===== src/rtl/timer_ctrl.sv =====
// Run/pause/set controller for an mm:ss BCD timer with 1 Hz prescaler.
// Optional digit blinking in the set modes is compiled in with `define BLINK_EN.
module timer_ctrl #(
    parameter int unsigned TICK_DIV  = 50000000,
    parameter int unsigned BLINK_DIV = 25000000
) (
    input  logic       clk,
    input  logic       rst_n,
    input  logic       btn_start,
    input  logic       btn_mode,
    input  logic       btn_inc,
    input  logic       btn_clr,
    output logic [3:0] sec_l,
    output logic [3:0] sec_h,
    output logic [3:0] min_l,
    output logic [3:0] min_h,
    output logic [2:0] state_o,
    output logic       tick_o,
    output logic       wrap_o,
    output logic [3:0] blank_o
);

    typedef enum logic [2:0] {
        IDLE    = 3'd0,
        RUN     = 3'd1,
        PAUSE   = 3'd2,
        SET_MIN = 3'd3,
        SET_SEC = 3'd4
    } state_t;

    localparam int unsigned     PW        = $clog2(TICK_DIV);
    localparam logic [PW-1:0]   PRESC_MAX = PW'(TICK_DIV - 1);

    state_t          state_q, state_d;
    logic [PW-1:0]   presc_q, presc_d;
    logic [7:0]      sec_d, min_d;
    logic [8:0]      sec_inc, min_inc;
    logic            tick_d, wrap_d;
    logic            inc_hit;

    // Two-digit BCD increment modulo 60; returns {carry_out, tens, units}.
    function automatic logic [8:0] bcd60_inc(input logic [7:0] v);
        logic [3:0] hi;
        logic [3:0] lo;
        logic       cy;
        hi = v[7:4];
        lo = v[3:0];
        cy = 1'b0;
        if (lo >= 4'd9) begin
            lo = 4'd0;
            if (hi >= 4'd5) begin
                hi = 4'd0;
                cy = 1'b1;
            end else begin
                hi = hi + 4'd1;
            end
        end else begin
            lo = lo + 4'd1;
        end
        return {cy, hi, lo};
    endfunction

    assign sec_inc = bcd60_inc({sec_h, sec_l});
    assign min_inc = bcd60_inc({min_h, min_l});
    assign state_o = state_q;

    always_comb begin
        state_d = state_q;
        presc_d = presc_q;
        sec_d   = {sec_h, sec_l};
        min_d   = {min_h, min_l};
        tick_d  = 1'b0;
        wrap_d  = 1'b0;
        inc_hit = 1'b0;
        if (btn_clr) begin
            state_d = IDLE;
            presc_d = '0;
            sec_d   = 8'h00;
            min_d   = 8'h00;
        end else begin
            case (state_q)
                IDLE: begin
                    presc_d = '0;
                    if (btn_start)     state_d = RUN;
                    else if (btn_mode) state_d = SET_MIN;
                end
                RUN: begin
                    // A tick coinciding with start still lands; the prescaler restarts from 0.
                    if (presc_q == PRESC_MAX) begin
                        presc_d = '0;
                        tick_d  = 1'b1;
                        sec_d   = sec_inc[7:0];
                        if (sec_inc[8]) begin
                            min_d  = min_inc[7:0];
                            wrap_d = min_inc[8];
                        end
                    end else begin
                        presc_d = presc_q + 1'b1;
                    end
                    if (btn_start) state_d = PAUSE;
                end
                PAUSE: begin
                    if (btn_start)     state_d = RUN;
                    else if (btn_mode) state_d = SET_MIN;
                end
                SET_MIN: begin
                    presc_d = '0;
                    if (btn_start)     state_d = RUN;
                    else if (btn_mode) state_d = SET_SEC;
                    else if (btn_inc) begin
                        min_d   = min_inc[7:0];
                        inc_hit = 1'b1;
                    end
                end
                SET_SEC: begin
                    presc_d = '0;
                    if (btn_start)     state_d = RUN;
                    else if (btn_mode) state_d = PAUSE;
                    else if (btn_inc) begin
                        sec_d   = sec_inc[7:0];
                        inc_hit = 1'b1;
                    end
                end
                default: begin
                    state_d = IDLE;
                    presc_d = '0;
                end
            endcase
        end
    end

    always_ff @(posedge clk) begin
        if (!rst_n) begin
            state_q        <= IDLE;
            presc_q        <= '0;
            {sec_h, sec_l} <= 8'h00;
            {min_h, min_l} <= 8'h00;
            tick_o         <= 1'b0;
            wrap_o         <= 1'b0;
        end else begin
            state_q        <= state_d;
            presc_q        <= presc_d;
            {sec_h, sec_l} <= sec_d;
            {min_h, min_l} <= min_d;
            tick_o         <= tick_d;
            wrap_o         <= wrap_d;
        end
    end

`ifdef BLINK_EN
    localparam int unsigned   BW         = $clog2(2 * BLINK_DIV);
    localparam logic [BW-1:0] BLINK_MAX  = BW'(2 * BLINK_DIV - 1);
    localparam logic [BW-1:0] BLINK_HALF = BW'(BLINK_DIV);

    logic [BW-1:0] blink_q, blink_d;
    logic [3:0]    blank_d;

    // Blank pattern is derived from next-cycle values so it lines up with the registered state.
    always_comb begin
        blink_d = (blink_q == BLINK_MAX) ? '0 : blink_q + 1'b1;
        if ((state_d == SET_MIN || state_d == SET_SEC) && (state_d != state_q || inc_hit))
            blink_d = '0;
        blank_d = 4'b0000;
        if (blink_d >= BLINK_HALF) begin
            if (state_d == SET_MIN)      blank_d = 4'b1100;
            else if (state_d == SET_SEC) blank_d = 4'b0011;
        end
    end

    always_ff @(posedge clk) begin
        if (!rst_n) begin
            blink_q <= '0;
            blank_o <= 4'b0000;
        end else begin
            blink_q <= blink_d;
            blank_o <= blank_d;
        end
    end
`else
    // Keeps BLINK_DIV and the increment strobe referenced when blinking is compiled out.
    logic unused_blink;
    assign unused_blink = ^{inc_hit, BLINK_DIV};
    assign blank_o      = 4'b0000;
`endif

endmodule


===== config.mk =====
export PLATFORM = sky130hd
export DESIGN_NAME = timer_ctrl
export DESIGN_NICKNAME = d
export VERILOG_FILES = /design/src/rtl/timer_ctrl.sv
export SDC_FILE = /design/constraint.sdc
export NUM_CORES = 1
export LEC_CHECK = 0
export CAP_MARGIN = 20
export CORE_MARGIN = 4
export CORE_UTILIZATION = 51
export DETAILED_ROUTE_END_ITERATION = 10
export PLACE_DENSITY = 0.85
export SETUP_SLACK_MARGIN = 0.3
export SLEW_MARGIN = 25
export SYNTH_ARGS = -nofsm -noshare
export SYNTH_HDL_FRONTEND = slang
export SYNTH_SLANG_ARGS = --single-unit

===== constraint.sdc =====
create_clock -name clk -period 1.95 [get_ports clk]
set_input_delay 0.2925 -clock clk [delete_from_list [all_inputs] [get_ports clk]]
set_output_delay 0.2925 -clock clk [all_outputs]
set_load 0.01 [all_outputs]

==> metrics <==
Final GP Congestion 0.916; vias in the first global route between 3000 and 4000; antenna viol nets, final 0; internal reg-to-reg setup slack -200 ps; Worst-Skew Late Latency approximately 310 ps; post-synth top area cell dfxtp_1; status finished, violations left; pwr dens 399 nW/µm²; top post-synthesis cells by area dfxtp_1 (35%), ha_1 (6.0%), a21oi_1 (5.7%), nor2_1 (4.3%), nand2_1 (3.6%); Slew HR about 57%; Hold EP min_l[1]$_SDFFE_PP0P_; Cell Chain, Critical Path inv_2 > ha_2 > or3b_4 > nand3b_1 > nor4b_4 > o21ai_4 > buf_4 > o211ai_1 > o41ai_2; DP Area between 3000 and 4000 µm²; max-cap violations 0; CTS Buf Count 5; drt wl/cell 22.1 µm; Tcrit/Tclk final 110%; minimum clock period around 2100 ps; Post-synth EDFFs 0; Chip Width 80.8 µm; Ports 31; initial detailed-routing violation count around 410; CTS root buf clkbuf_8; NumNets Final 453; RR Endpoint min_l[3]$_SDFFE_PP0P_; Ant. Diodes 0; # setup viols final 17; vias around 3400; Worst Setup End Kind flip-flop; row count 26; CP arrival 2330 ps; vias per cell 6.72; antenna violations before repair 0; fin. max-slew vios 0; Die H ~81 µm; worst setup margin -198 ps; first-pass GRT wire length 15300 µm; Pleak between 1.5 and 2 nW; pin count of the biggest net entering global routing 17; synthesized cell area ~2700 µm²; total grt overflow 0; die area 6530 µm²; Starting Density 52.9%; sequential share of power between 50% and 60%; critical path startpoint category flip-flop; fmax 465 MHz; number of port buffers 26; Crit. path cell count 9; CP peak stage delay 370 ps; count of final hold-check violations 0; Synth async-reset ratio 0%; gr usage total 29.9%; power share of the clock group approximately a third; Synth Register Bits 47; fillers about 260; syn avg cell area 8.06 µm²; DRC viols 0; Crit Path Max Fanout 5; Setup CP Type flip-flop to flip-flop; delay-heaviest family, CP simple AND/OR/NAND/NOR gates; sw frac 25.6%; part of the power in combinational logic 10.1%; Post-synth top cells dfxtp_1 (47), a21oi_1 (31), nor2_1 (31); CTS clk-pin slew, worst paths 90 ps; Synth Flop Type dfxtp_1; Detailed Routing Iterations Pass 1 6; NetSw 437 µW; clock sinks 47; share of cells above drive strength 1 45.4%; R2R depth 9; hold path depth 2; worst slew pin tran ~640 ps; Yosys cell types 61; CP bufs+invs 2; Worst IR Drop VDD 0.403 mV; H-tree Lvls 2; Critical Path RT 2130 ps; warnings from Yosys 0; type of the worst min-delay path flip-flop to flip-flop; CP max stage cell nor4b_4; failing checks setup timing; Mapped Cells 335; Area Growth Syn to Fin 58.4%; # hold bufs at CTS 0; CTS tree built; Int Pwr roughly 1.3 mW; tightest hold margin 510 ps; RR Startpoint sec_l[1]$_SDFFE_PP0P_; RSZ-0062 raised after global routing true; Total Routed Length 11100 µm; Hold Startpoint min_l[1]$_SDFFE_PP0P_; Bufs on Longest Clock Path 2; core area 5110 µm²; Synth top area share about a third; final instance area approximately 4300 µm²; hpwl dp roughly 5000 µm; clk_skew 8.27 ps; most frequent cell after synthesis dfxtp_1; sequential share of the synthesized area about a third
[worst max path at each step]
stage                                  from                     to  slack, ps
floorplan             min_l[0]$_SDFFE_PP0P_  min_h[0]$_SDFFE_PP0P_         80
global placement    presc_q[1]$_SDFFE_PP0P_  min_l[3]$_SDFFE_PP0P_        -30
detailed placement                btn_start  sec_h[3]$_SDFFE_PP0P_       -100
CTS                   sec_l[1]$_SDFFE_PP0P_  min_l[3]$_SDFFE_PP0P_         30
global route          sec_l[1]$_SDFFE_PP0P_  min_l[3]$_SDFFE_PP0P_       -250
finish                sec_l[1]$_SDFFE_PP0P_  min_l[3]$_SDFFE_PP0P_       -200
[power by group through the flow]
stage | sequential [mW] | combinational, mW | clock (mW)
floorplan | 0.983 | 0.0798 | 0
global placement | 0.981 | 0.117 | 0
detailed placement | 0.981 | 0.121 | 0
CTS | 0.958 | 0.143 | 0.565
global route | 0.956 | 0.177 | 0.600
finish | 0.956 | 0.172 | 0.579
[per-layer routing]
metal	wire length [µm]	share of wire, %	GRT usage [%]	vias to the layer above
met1	3980	36	33.7	1595
met3	972	8.7	6.32	97
met4	804	7.2	16.2	0
li1	-	-	-	1432
met2	5380	48	52.8	265
met5	0	0	0	-
[registers in the layout, indices dropped and copies added (netlist names)]
| register | count |
|---|---|
| presc_q | 26 |
| min_h | 4 |
| min_l | 4 |
| sec_h | 4 |
| sec_l | 4 |
| state_o | 3 |
| tick_o | 1 |
| wrap_o | 1 |
[placed cells by master (no fill, tap or decap), types with 4 or more instances in the layout]
cell	n
buf_4	61
nor2_1	23
nand2_1	23
clkdlybuf4s50_1	21
dfxtp_2	21
dfxtp_1	20
a21oi_1	16
buf_6	16
a21oi_2	14
nand3_1	13
inv_1	12
nand4_1	10
o21ai_0	10
ha_1	10
nand2b_1	7
xor2_1	7
nor4_4	6
nand3b_1	6
nor2_2	6
dfxtp_4	6
a311oi_1	5
clkbuf_8	5
nor2b_1	4
o21ai_4	4
o21ai_2	4
conb_1	4
[layout make-up]
class	count	area, µm²	share of cell area [%]
clock buffer	7	76.3	1.78
inverter	14	52.6	1.23
multi-input combinational	263	2170	50.7
sequential	47	990	23.1
tap	70	87.6	2.05
timing repair buffer	103	903	21.1
[kinds of logic after synthesis]
group                    after synthesis  synth area share (%)
AND/OR/NAND/NOR                      155                  32.7
flip-flops                            47                  34.8
other                                  1                 0.139
AO/OA/AOI/OAI                         80                  18.3
XOR/XNOR                               8                  2.59
buffers and inverters                 31                  5.37
adder cells (fa/ha/maj)               13                  6.02
[worst register-to-register path: cells and delay by family, from the launching register on]
kind / cells / cell delay [ps]
AND/OR/NAND/NOR: 3 / 800
buffers and inverters: 2 / 200
adder cells (fa/ha/maj): 1 / 160
AO/OA/AOI/OAI: 3 / 500
flip-flops: 1 / 360
[timing repair]
item	in CTS	in global routing
gates cloned	3	1
setup endpoints to repair	45	51
hold endpoints to repair	0	0
pin swaps	28	26
gates resized for setup	50	73
buffers inserted	18	10
[metrics by stage]
step	instances	worst slack, ps	setup TNS, ps	power (mW)	util [%]
2_1_floorplan	338	75.4	0	1.06	-
3_3_place_gp	465	-28.4	-57.2	1.10	68.0
3_5_place_dp	465	-103	-858	1.10	68.0
5_1_grt	504	-248	-2350	1.73	83.8
6_report	504	-198	-1250	1.71	83.8
4_1_cts	493	26.1	0	1.67	76.1
Note: power is estimated with default switching activity, not from simulation.
